==> config.mk <==
export PLATFORM = sky130hd
export DESIGN_NAME = bus_cycle_controller
export DESIGN_NICKNAME = d
export VERILOG_FILES = /design/src/rtl/bus_cycle_controller.sv
export SDC_FILE = /design/constraint.sdc
export NUM_CORES = 1
export LEC_CHECK = 0
export BUFFER_PORTS_ARGS = -buffer_cell sky130_fd_sc_hd__buf_2
export CORE_MARGIN = 2
export CORE_UTILIZATION = 53
export DETAILED_ROUTE_END_ITERATION = 8
export PLACE_DENSITY = 0.8
export SLEW_MARGIN = 10
export SYNTH_ARGS = -nofsm -noshare
export SYNTH_HDL_FRONTEND = slang
export SYNTH_SLANG_ARGS = --single-unit
==> constraint.sdc <==
create_clock -name CLK -period 2.45 [get_ports CLK]
set_input_delay 0.3675 -clock CLK [delete_from_list [all_inputs] [get_ports CLK]]
set_output_delay 0.3675 -clock CLK [all_outputs]
set_load 0.05 [all_outputs]
==> src/rtl/bus_cycle_controller.sv <==
// 68000-style asynchronous bus-cycle engine: turns byte/word/long transfer
// requests into strobed bus cycles terminated by DTACK, BERR or a watchdog.
module bus_cycle_controller #(
    parameter int ADDR_WIDTH = 23,
    parameter int TIMEOUT    = 255
) (
    input  logic                  CLK,
    input  logic                  RESET,
    input  logic                  req,
    input  logic                  req_write,
    input  logic [1:0]            req_size,
    input  logic [ADDR_WIDTH:0]   req_addr,
    input  logic [31:0]           req_wdata,
    output logic                  busy,
    output logic                  done,
    output logic                  berr_err,
    output logic                  addr_err,
    output logic [31:0]           rdata,
    output logic [ADDR_WIDTH-1:0] A,
    output logic                  AS,
    output logic                  UDS,
    output logic                  LDS,
    output logic                  RW,
    output logic [15:0]           D_out,
    output logic                  D_oe,
    input  logic [15:0]           D_in,
    input  logic                  DTACK,
    input  logic                  BERR
);
    localparam int WD_W = (TIMEOUT > 1) ? $clog2(TIMEOUT + 1) : 1;
    localparam logic [WD_W-1:0] WD_LIMIT = WD_W'(TIMEOUT);

    typedef enum logic [1:0] {
        S_IDLE,
        S_ASSERT,
        S_WAIT,
        S_RELEASE
    } state_t;

    state_t                state_q, state_d;
    logic [ADDR_WIDTH-1:0] a_q, a_d;
    logic                  as_q, as_d;
    logic                  uds_q, uds_d;
    logic                  lds_q, lds_d;
    logic                  rw_q, rw_d;
    logic [15:0]           dout_q, dout_d;
    logic                  doe_q, doe_d;
    logic                  busy_q, busy_d;
    logic                  done_q, done_d;
    logic                  berr_q, berr_d;
    logic                  aerr_q, aerr_d;
    logic [31:0]           rdata_q, rdata_d;
    logic [WD_W-1:0]       wd_q, wd_d;
    logic                  write_q, write_d;
    logic                  byte_q, byte_d;
    logic                  long_q, long_d;
    logic                  odd_q, odd_d;
    logic                  second_q, second_d;
    logic [31:0]           wdata_q, wdata_d;
    logic [15:0]           hi_q, hi_d;

    logic                  new_byte;
    logic                  new_long;
    logic [WD_W-1:0]       wd_inc;
    logic                  timeout_hit;
    logic [31:0]           read_result;

    // Returns {UDS, LDS}, active low: even byte on the upper lane.
    function automatic logic [1:0] lane_strobes(input logic is_byte, input logic odd);
        if (!is_byte) begin
            return 2'b00;
        end
        return odd ? 2'b10 : 2'b01;
    endfunction

    function automatic logic [15:0] bus_wdata(input logic is_byte, input logic is_long,
                                              input logic second, input logic [31:0] wd);
        if (is_byte) begin
            return {wd[7:0], wd[7:0]};
        end
        if (is_long && !second) begin
            return wd[31:16];
        end
        return wd[15:0];
    endfunction

    assign new_byte    = (req_size == 2'b00);
    assign new_long    = (req_size == 2'b10);
    assign wd_inc      = wd_q + WD_W'(1);
    assign timeout_hit = (TIMEOUT != 0) && (wd_inc == WD_LIMIT);

    always_comb begin
        read_result = {16'h0000, D_in};
        if (byte_q) begin
            read_result = {24'h000000, (odd_q ? D_in[7:0] : D_in[15:8])};
        end else if (long_q) begin
            read_result = {hi_q, D_in};
        end
    end

    always_comb begin
        state_d  = state_q;
        a_d      = a_q;
        as_d     = as_q;
        uds_d    = uds_q;
        lds_d    = lds_q;
        rw_d     = rw_q;
        dout_d   = dout_q;
        doe_d    = doe_q;
        busy_d   = busy_q;
        done_d   = 1'b0;
        berr_d   = 1'b0;
        aerr_d   = 1'b0;
        rdata_d  = rdata_q;
        wd_d     = wd_q;
        write_d  = write_q;
        byte_d   = byte_q;
        long_d   = long_q;
        odd_d    = odd_q;
        second_d = second_q;
        wdata_d  = wdata_q;
        hi_d     = hi_q;

        case (state_q)
            S_IDLE: begin
                if (req) begin
                    write_d  = req_write;
                    byte_d   = new_byte;
                    long_d   = new_long;
                    odd_d    = req_addr[0];
                    second_d = 1'b0;
                    wdata_d  = req_wdata;
                    busy_d   = 1'b1;
                    if (!new_byte && req_addr[0]) begin
                        // Misaligned word/long: report immediately, bus untouched.
                        state_d = S_RELEASE;
                        done_d  = 1'b1;
                        aerr_d  = 1'b1;
                    end else begin
                        state_d = S_ASSERT;
                        a_d     = req_addr[ADDR_WIDTH:1];
                        as_d    = 1'b0;
                        rw_d    = ~req_write;
                        if (req_write) begin
                            doe_d  = 1'b1;
                            dout_d = bus_wdata(new_byte, new_long, 1'b0, req_wdata);
                        end else begin
                            {uds_d, lds_d} = lane_strobes(new_byte, req_addr[0]);
                        end
                    end
                end
            end

            S_ASSERT: begin
                state_d = S_WAIT;
                wd_d    = '0;
                if (write_q) begin
                    {uds_d, lds_d} = lane_strobes(byte_q, odd_q);
                end
            end

            S_WAIT: begin
                if (BERR || DTACK || timeout_hit) begin
                    state_d = S_RELEASE;
                    as_d    = 1'b1;
                    uds_d   = 1'b1;
                    lds_d   = 1'b1;
                    doe_d   = 1'b0;
                    if (BERR || !DTACK) begin
                        done_d = 1'b1;
                        berr_d = 1'b1;
                    end else if (long_q && !second_q) begin
                        hi_d = D_in;
                    end else begin
                        done_d = 1'b1;
                        if (!write_q) begin
                            rdata_d = read_result;
                        end
                    end
                end else begin
                    wd_d = wd_inc;
                end
            end

            S_RELEASE: begin
                // No done pulse here means a clean first half of a long transfer.
                if (!done_q) begin
                    state_d  = S_ASSERT;
                    second_d = 1'b1;
                    a_d      = a_q + 1'b1;
                    as_d     = 1'b0;
                    if (write_q) begin
                        doe_d  = 1'b1;
                        dout_d = bus_wdata(byte_q, long_q, 1'b1, wdata_q);
                    end else begin
                        {uds_d, lds_d} = lane_strobes(byte_q, odd_q);
                    end
                end else begin
                    state_d = S_IDLE;
                    busy_d  = 1'b0;
                    rw_d    = 1'b1;
                end
            end

            default: begin
                state_d = S_IDLE;
            end
        endcase
    end

    always_ff @(posedge CLK) begin
        if (RESET) begin
            state_q  <= S_IDLE;
            a_q      <= '0;
            as_q     <= 1'b1;
            uds_q    <= 1'b1;
            lds_q    <= 1'b1;
            rw_q     <= 1'b1;
            dout_q   <= '0;
            doe_q    <= 1'b0;
            busy_q   <= 1'b0;
            done_q   <= 1'b0;
            berr_q   <= 1'b0;
            aerr_q   <= 1'b0;
            rdata_q  <= '0;
            wd_q     <= '0;
            write_q  <= 1'b0;
            byte_q   <= 1'b0;
            long_q   <= 1'b0;
            odd_q    <= 1'b0;
            second_q <= 1'b0;
            wdata_q  <= '0;
            hi_q     <= '0;
        end else begin
            state_q  <= state_d;
            a_q      <= a_d;
            as_q     <= as_d;
            uds_q    <= uds_d;
            lds_q    <= lds_d;
            rw_q     <= rw_d;
            dout_q   <= dout_d;
            doe_q    <= doe_d;
            busy_q   <= busy_d;
            done_q   <= done_d;
            berr_q   <= berr_d;
            aerr_q   <= aerr_d;
            rdata_q  <= rdata_d;
            wd_q     <= wd_d;
            write_q  <= write_d;
            byte_q   <= byte_d;
            long_q   <= long_d;
            odd_q    <= odd_d;
            second_q <= second_d;
            wdata_q  <= wdata_d;
            hi_q     <= hi_d;
        end
    end

    assign busy     = busy_q;
    assign done     = done_q;
    assign berr_err = berr_q;
    assign addr_err = aerr_q;
    assign rdata    = rdata_q;
    assign A        = a_q;
    assign AS       = as_q;
    assign UDS      = uds_q;
    assign LDS      = lds_q;
    assign RW       = rw_q;
    assign D_out    = dout_q;
    assign D_oe     = doe_q;

endmodule

==> flow_summary_export.csv, run 1 <==
group,metric,value,unit
die,die_w,113,um
flow_run,max-cap-violations,0,
placed_design,place.gp.congestion,0.912,
clock_tree,tritoncts,"built",
placed_design,numPortBuffers,159,
worst_setup_path,worst-path-max-fanout,24,
clock_tree,cts_max_path_buffers,2,
clock_tree,number_of_h_tree_levels,4,
route,vias_per_cell,5.96,
grt,antenna_found_initial,0,
route,drt-wirelength-per-cell,16.6,um
route,initialDrtViolationCount,727,
synth,asyncSetResetFlopFracSynth,0,%
die,ioPinCount,160,
timing,setup_viol_count_final,0,
synth,post_synthesis_instance_total,763,
clock_tree,ctsResizeCount,0,
worst_setup_path,worst-endpoint-required,2800,ps
grt,gr-total-overflow,0,
route,routed_wl,17.6,mm
synth,yosys_warnings,0,
placed_design,place.detailed.hpwl,12.1,mm
route,route.detailed.drc,0,
finish,final_core_utilization,68.2,%
timing,fin_crit,2170,ps
status,result_of_the_run,"complete, no violations",
die,site_row_count,39,
placed_design,dpl_worst_slack,313,ps
grt,grt_pass1_wl,28.4,mm
clock_tree,number_of_buffers_inserted_by_post_cts_setup_repair,0,
timing,rsz0062_at_grt,"no",
synth,synth_net_count,850,
worst_setup_path,worstSetupStartpointType,"flip-flop",
timing,achievable_clock_frequency,0.461,GHz
grt,grt.total_usage,27.6,%
synth,yosys_register_bits,127,
hold_path,min-delay-path-class,"input pin to flip-flop",
clock_tree,clock_pin_slew_on_the_worst_setup_and_hold_paths,60,ps
synth,avg_cell_area_syn,8.21,um^2
die,core,0.0115,mm^2
finish,layout.nets,991,
grt,pin_count_of_the_biggest_net_entering_global_routing,106,
timing,fin_crit_sh,88.5,%
power,pwr_density_cell,1170,mW/mm^2
synth,post_synthesis_cell_area,0.00626,mm^2
worst_setup_path,setup.worst_path.end_class,"flip-flop",
clock_tree,ctsHoldBuffers,0,
route,routed-via-count,6315,
timing,timing.setup.tns,0,ps
timing,worst_clock_skew,11.4,ps
die,floorplan.die.height,113,um
power,vdd_drop_max,0.965,mV
power,post-layout-total-power,9.17,mW
synth,postSynth.topFlopCell,"sky130_fd_sc_hd__dfxtp_1",
timing,pnr_worst_setup_slack,281,ps
timing,worst_slew_pin_slew,524,ps
timing,fin_max_slew_vios,0,
clock_tree,clock_latency,430,ps
grt,first_global_vias,5747,
synth,synth-edff-count,0,
die,design.die.area,0.0127,mm^2
clock_tree,numClockSinks,127,
worst_setup_path,timing.reg2reg.setup_slack,280,ps
clock_tree,clk_root_buffer_cell,"sky130_fd_sc_hd__clkbuf_16",
die,start_util,54.6,%
synth,sequential_to_total_area_share_from_yosys_stat,40.6,%
timing,hold_violations,0,
timing,relSlewSlack,64.9,%
finish,synthToLayoutAreaGrowth,25.0,%
finish,n_antenna_cell,0,
route,detailedRoute.firstPassIterationCount,8,
clock_tree,numCtsBuffers,17,
power,power_leakage,3.16,nW
timing,holdWs,195,ps
route,antenna_left,0,
worst_setup_path,cp_data_arrival_time,2520,ps
worst_setup_path,timing.setup.critical_path_class,"flip-flop to flip-flop",
synth,synthDistinctLibCells,63,
finish,post_route_cells_drive_above_1_share,24.8,%
==> final timing paths <==
check	cells after the start	endpoint	from
worst max-delay path	8	D_out[9]	state_q[0]
worst min register to register	2	rdata[25]	rdata[25]
worst min-delay path	3	wdata_q[14]	req_wdata[14]
worst max register to register	8	D_out[9]	state_q[0]
==> critical path, cell delays in order (launching register included) <==
cell                        delay, ps
sky130_fd_sc_hd__dfxtp_1          440
sky130_fd_sc_hd__inv_1            130
sky130_fd_sc_hd__ha_1             320
sky130_fd_sc_hd__inv_2            150
sky130_fd_sc_hd__a2bb2oi_1        260
sky130_fd_sc_hd__o211ai_1         130
sky130_fd_sc_hd__buf_4            260
sky130_fd_sc_hd__a211o_1          250
sky130_fd_sc_hd__a21oi_1          130
==> layer usage <==
metal / up-vias / routed length, um / track usage, %
met5: - / 0 / 0
met1: 2950 / 7630 / 36.4
li1: 3031 / - / -
met4: 0 / 351 / 9.43
met3: 37 / 1440 / 7.87
met2: 297 / 8220 / 43.8
==> area by class of cell <==
type                            instances  area (um^2)
Clock inverter                         12          181
Inverter                               12         45.0
Tap cell                              143          179
Sequential cell                       127         2540
Multi-Input combinational cell        563         3430
Clock buffer                           20          457
Fill cell                             942         3640
Timing Repair Buffer                  183          991
==> cell families (layout without fill, tap and decap cells) <==
kind of cell               after synthesis  count (layout)  synth area share [%]
AOI/OAI and AO/OA                      192             192                  19.8
DFF                                    127             127                  40.6
adders and majority gates                7               7                  1.40
and+or+nand+nor                        295             295                  22.3
muxes                                   69              69                  11.1
buffers and inverters                   73             227                  4.75
==> Yosys cell counts (all sizes together), types with 2 or more instances <==
cell type / number / share of area [%]
nor3: 16 / 1.4
nand3: 35 / 2.8
or2: 3 / 0.30
nand2: 103 / 6.2
nand4b: 2 / 0.28
o221ai: 6 / 0.84
a211oi: 24 / 3.1
clkbuf: 44 / 2.6
a21oi: 79 / 6.3
buf: 17 / 1.4
or3: 7 / 0.70
a2111oi: 2 / 0.28
a22oi: 8 / 0.96
mux2i: 67 / 11
nor4b: 2 / 0.28
inv: 12 / 0.72
o22ai: 3 / 0.30
mux2: 2 / 0.42
a31oi: 6 / 0.60
nand3b: 9 / 1.1
a21boi: 2 / 0.24
and3: 8 / 0.80
and4: 3 / 0.42
a221oi: 3 / 0.62
o211ai: 5 / 0.60
dfxtp: 127 / 41
a211o: 8 / 1.1
a41o: 2 / 0.32
nor4: 7 / 0.70
nand2b: 6 / 0.60
ha: 7 / 1.4
nor2: 66 / 4.0
nor2b: 10 / 1.0
and2: 3 / 0.30
o21a: 3 / 0.36
o21ai: 28 / 2.3
nand4: 12 / 1.2
==> registers in the layout, summed over array words and instances (netlist names), 2 cells and up <==
signal / cells
wdata_q: 16
D_out: 16
A: 23
state_q: 2
hi_q: 16
wd_q: 8
rdata: 32
==> report_power, final <==
part / internal [mW] / switching, mW
Clock: 1.76 / 0.943
Combinational: 1.05 / 2.52
Sequential: 2.46 / 0.433
==> layout by cell type (no fill, tap or decap), types with 4 or more instances in the layout <==
| cell | n |
|---|---|
| sky130_fd_sc_hd__nor3_1 | 14 |
| sky130_fd_sc_hd__o211ai_1 | 5 |
| sky130_fd_sc_hd__buf_4 | 24 |
| sky130_fd_sc_hd__a22oi_1 | 8 |
| sky130_fd_sc_hd__inv_1 | 11 |
| sky130_fd_sc_hd__a211o_1 | 8 |
| sky130_fd_sc_hd__nand3_1 | 35 |
| sky130_fd_sc_hd__dfxtp_1 | 127 |
| sky130_fd_sc_hd__bufinv_16 | 4 |
| sky130_fd_sc_hd__nand2b_1 | 6 |
| sky130_fd_sc_hd__mux2i_1 | 67 |
| sky130_fd_sc_hd__and3_1 | 8 |
| sky130_fd_sc_hd__o21ai_0 | 20 |
| sky130_fd_sc_hd__a21oi_1 | 79 |
| sky130_fd_sc_hd__nor2_1 | 66 |
| sky130_fd_sc_hd__ha_1 | 6 |
| sky130_fd_sc_hd__o21ai_1 | 7 |
| sky130_fd_sc_hd__buf_2 | 158 |
| sky130_fd_sc_hd__clkbuf_16 | 17 |
| sky130_fd_sc_hd__a211oi_1 | 23 |
| sky130_fd_sc_hd__nand3b_1 | 9 |
| sky130_fd_sc_hd__nor2b_1 | 10 |
| sky130_fd_sc_hd__clkinvlp_4 | 4 |
| sky130_fd_sc_hd__o221ai_1 | 6 |
| sky130_fd_sc_hd__or3_1 | 7 |
| sky130_fd_sc_hd__nand4_1 | 12 |
| sky130_fd_sc_hd__nor4_1 | 7 |
| sky130_fd_sc_hd__a31oi_1 | 6 |
| sky130_fd_sc_hd__nand2_1 | 103 |
==> metrics by stage <==
step	instances	area [um^2]
after floorplan	763	6260
after global placement	1028	7190
after detailed placement	1028	7190
after CTS	1060	7830
after global routing	1060	7830
final	1060	7830
Note: power is estimated with default switching activity, not from simulation.
==> inputs of run 2 (changes only) <==
--- a/config.mk
+++ b/config.mk
@@ -5,11 +5,13 @@
 export SDC_FILE = /design/constraint.sdc
 export NUM_CORES = 1
 export LEC_CHECK = 0
+export ABC_AREA = 1
 export BUFFER_PORTS_ARGS = -buffer_cell sky130_fd_sc_hd__buf_2
+export CORE_ASPECT_RATIO = 1.5
 export CORE_MARGIN = 2
-export CORE_UTILIZATION = 53
+export CORE_UTILIZATION = 54
 export DETAILED_ROUTE_END_ITERATION = 8
-export PLACE_DENSITY = 0.8
+export PLACE_DENSITY = 0.81
 export SLEW_MARGIN = 10
 export SYNTH_ARGS = -nofsm -noshare
 export SYNTH_HDL_FRONTEND = slang
==> run 2 against run 1 <==
Critical path depth is 4 higher. Power grew 2.8%. Via count up 4.6%. Cell count increased by 14%. Critical endpoint is now D_out[0].
==> flow_summary_export.csv, run 2 <==
group,metric,value,unit
timing,hold_violations,0,
clock_tree,number_of_h_tree_levels,4,
worst_setup_path,timing.setup.critical_path_class,"flip-flop to flip-flop",
timing,relSlewSlack,47.6,%
timing,worst_slew_pin_slew,786,ps
grt,gr-usage-met1,31.5,%
clock_tree,ctsResizeCount,0,
worst_setup_path,worst-path-max-fanout,25,
timing,fin_crit_sh,91.2,%
finish,n_fill_cell,1059,
status,result_of_the_run,"complete, no violations",
timing,achievable_clock_frequency,0.447,GHz
synth,synthDominantAreaCellType,"sky130_fd_sc_hd__dfxtp_1",
finish,seqCellArea,0.00254,mm^2
grt,gr-max-usage-layer,"met2",
route,initialDrtViolationCount,422,
finish,largest_reg_flops,32,
timing,worst_clock_skew,5.88,ps
power,power_leakage,3.45,nW
finish,post_route_cells_drive_above_1_share,23.1,%
synth,asyncSetResetFlopFracSynth,0,%
die,floorplan.die.height,136,um
clock_tree,ctsHoldBuffers,0,
power,vdd_drop_max,0.673,mV
clock_tree,number_of_buffers_inserted_by_post_cts_setup_repair,0,
grt,grt.met3_usage,4.82,%
worst_setup_path,timing.reg2reg.setup_slack,220,ps
clock_tree,tritoncts,"built",
timing,fin_crit,2230,ps
route,vias_per_cell,5.46,
synth,sequential_to_total_area_share_from_yosys_stat,40.3,%
clock_tree,numClockSinks,127,
grt,first_global_vias,6145,
synth,synthDistinctLibCells,49,
worst_setup_path,worstSetupStartpointType,"flip-flop",
grt,gr-total-overflow,0,
clock_tree,clock_latency,410,ps
finish,multi_input_comb_area,0.00324,mm^2
synth,yosys_register_bits,127,
route,antenna_left,0,
synth,yosys_warnings,0,
die,design.die.area,0.0126,mm^2
placed_design,place.gp.congestion,0.908,
synth,post_synthesis_instance_total,901,
worst_setup_path,worst-endpoint-required,2710,ps
route,drt-wirelength-per-cell,14.6,um
synth,postSynth.topFlopCell,"sky130_fd_sc_hd__dfxtp_1",
worst_setup_path,critPathCapture,"D_out[0]",
finish,most-common-layout-cells,"179 x sky130_fd_sc_hd__nand2_1, 159 x sky130_fd_sc_hd__buf_2, 127 x sky130_fd_sc_hd__dfxtp_1, 118 x sky130_fd_sc_hd__a21oi_1, 94 x sky130_fd_sc_hd__nor2_1",
placed_design,placement.cell_area,0.00720,mm^2
finish,layout.nets,1133,
timing,timing.setup.tns,0,ps
route,routed-via-count,6604,
finish,synthToLayoutAreaGrowth,24.1,%
worst_setup_path,r2r-end,"D_out[0]",
clock_tree,numCtsBuffers,17,
grt,pin_count_of_the_biggest_net_entering_global_routing,67,
synth,synth_net_count,988,
route,detailedRoute.firstPassIterationCount,5,
worst_setup_path,r2r-start,"state_q[0]",
synth,post_synthesis_cell_area,0.00632,mm^2
worst_setup_path,crit_path_start,"state_q[0]",
timing,rsz0062_at_grt,"no",
synth,synth.top_cells.by_count,"179 x sky130_fd_sc_hd__nand2_1, 127 x sky130_fd_sc_hd__dfxtp_1, 118 x sky130_fd_sc_hd__a21oi_1",
finish,fin_area,0.00784,mm^2
flow_run,max-cap-violations,0,
grt,grt.total_usage,27.9,%
synth,synth-edff-count,0,
grt,grt_pass1_wl,28.2,mm
die,die_w,92.3,um
hold_path,min-delay-path-class,"input pin to flip-flop",
timing,fin_max_slew_vios,0,
power,pwr_density_cell,1200,mW/mm^2
synth,avg_cell_area_syn,7.01,um^2
die,core,0.0115,mm^2
grt,antenna_found_initial,1,
clock_tree,cts_max_path_buffers,2,
route,routed_wl,17.7,mm
placed_design,place.detailed.hpwl,12.4,mm
placed_design,numPortBuffers,159,
die,start_util,55.1,%
worst_setup_path,cp_data_arrival_time,2500,ps
power,post-layout-total-power,9.42,mW
synth,yosysMostFrequentCell,"sky130_fd_sc_hd__nand2_1",
synth,synth_top_cell_area_share,40.3,%
finish,most_frequent_standard_cell_in_the_layout_excluding_fill_and_tap_cells,"sky130_fd_sc_hd__nand2_1",
worst_setup_path,setup.worst_path.end_class,"flip-flop",
clock_tree,clock_pin_slew_on_the_worst_setup_and_hold_paths,60,ps
die,ioPinCount,160,
route,route.detailed.drc,0,
die,site_row_count,48,
grt,grt.met2_usage,50.2,%
timing,setup_viol_count_final,0,
worst_setup_path,worst-r2r-cell-count,12,
clock_tree,clk_root_buffer_cell,"sky130_fd_sc_hd__clkbuf_16",
synth,synth_area_leaders,"sky130_fd_sc_hd__dfxtp_1 40%, sky130_fd_sc_hd__nand2_1 11%, sky130_fd_sc_hd__a21oi_1 9.4%",
[run 2: cell families after synthesis]
| kind of cell | count (synthesis) | synth area share (%) |
|---|---|---|
| buffers and inverters | 128 | 8.44 |
| AND/OR/NAND/NOR | 391 | 27.1 |
| XOR/XNOR | 3 | 0.416 |
| AO/OA/AOI/OAI | 245 | 22.4 |
| adder cells (fa/ha/maj) | 7 | 1.39 |
| flip-flops | 127 | 40.3 |
[run 2: worst min path at each step]
stage | slack [ps] | depth (start not counted) | to | start
after detailed placement | 460 | 2 | rdata[24] | rdata[24]
final | 190 | 3 | hi_q[2] | D_in[2]
after CTS | 180 | 3 | hi_q[2] | D_in[2]
after global placement | 450 | 2 | rdata[21] | rdata[21]
after global routing | 210 | 3 | hi_q[5] | D_in[5]
after floorplan | 440 | 2 | second_q | second_q
[run 2: area by class of cell]
type,count,area share (%)
multi-input cells,646,41.4
flip-flops and latches,127,32.4
repair buffers,179,12.1
clock buffers,19,5.65
inverters,75,3.62
clock inverters,13,2.40
well taps,150,2.40
diodes,1,0.0319
[run 2: critical path, stage by stage (launching register included)]
cell and delay (ps):
sky130_fd_sc_hd__dfxtp_1 420, sky130_fd_sc_hd__inv_1 120, sky130_fd_sc_hd__ha_1 260, sky130_fd_sc_hd__inv_2 70, sky130_fd_sc_hd__nor2_1 80, sky130_fd_sc_hd__a21oi_4 230, sky130_fd_sc_hd__o21ai_2 120, sky130_fd_sc_hd__nor2_4 130
sky130_fd_sc_hd__inv_4 60, sky130_fd_sc_hd__nor2_8 300, sky130_fd_sc_hd__inv_2 140, sky130_fd_sc_hd__nand2_1 110, sky130_fd_sc_hd__a21oi_2 60
[run 2: power by group]
group          total (mW)  internal (mW)  leakage, nW  switching (mW)
sequential           2.92           2.51         1.04           0.409
combinational        3.81           1.06         2.11            2.76
clock                2.69           1.73        0.300           0.956
[run 2: routing by layer]
layer / share of wire (%) / vias up
met2: 52 / 213
met3: 4.5 / 52
li1: - / 3319
met4: 3.4 / 0
met5: 0 / -
met1: 40 / 3020
[run 2: through the flow]
stage | utilization (%) | worst slack [ps] | hold slack (ps) | cells
floorplan | - | 371 | 440 | 901
global placement | 62.8 | 324 | 449 | 1177
detailed placement | 62.8 | 227 | 455 | 1177
finish | 68.3 | 215 | 195 | 1210
CTS | 68.3 | 220 | 184 | 1209
global route | 68.3 | 27.1 | 207 | 1210
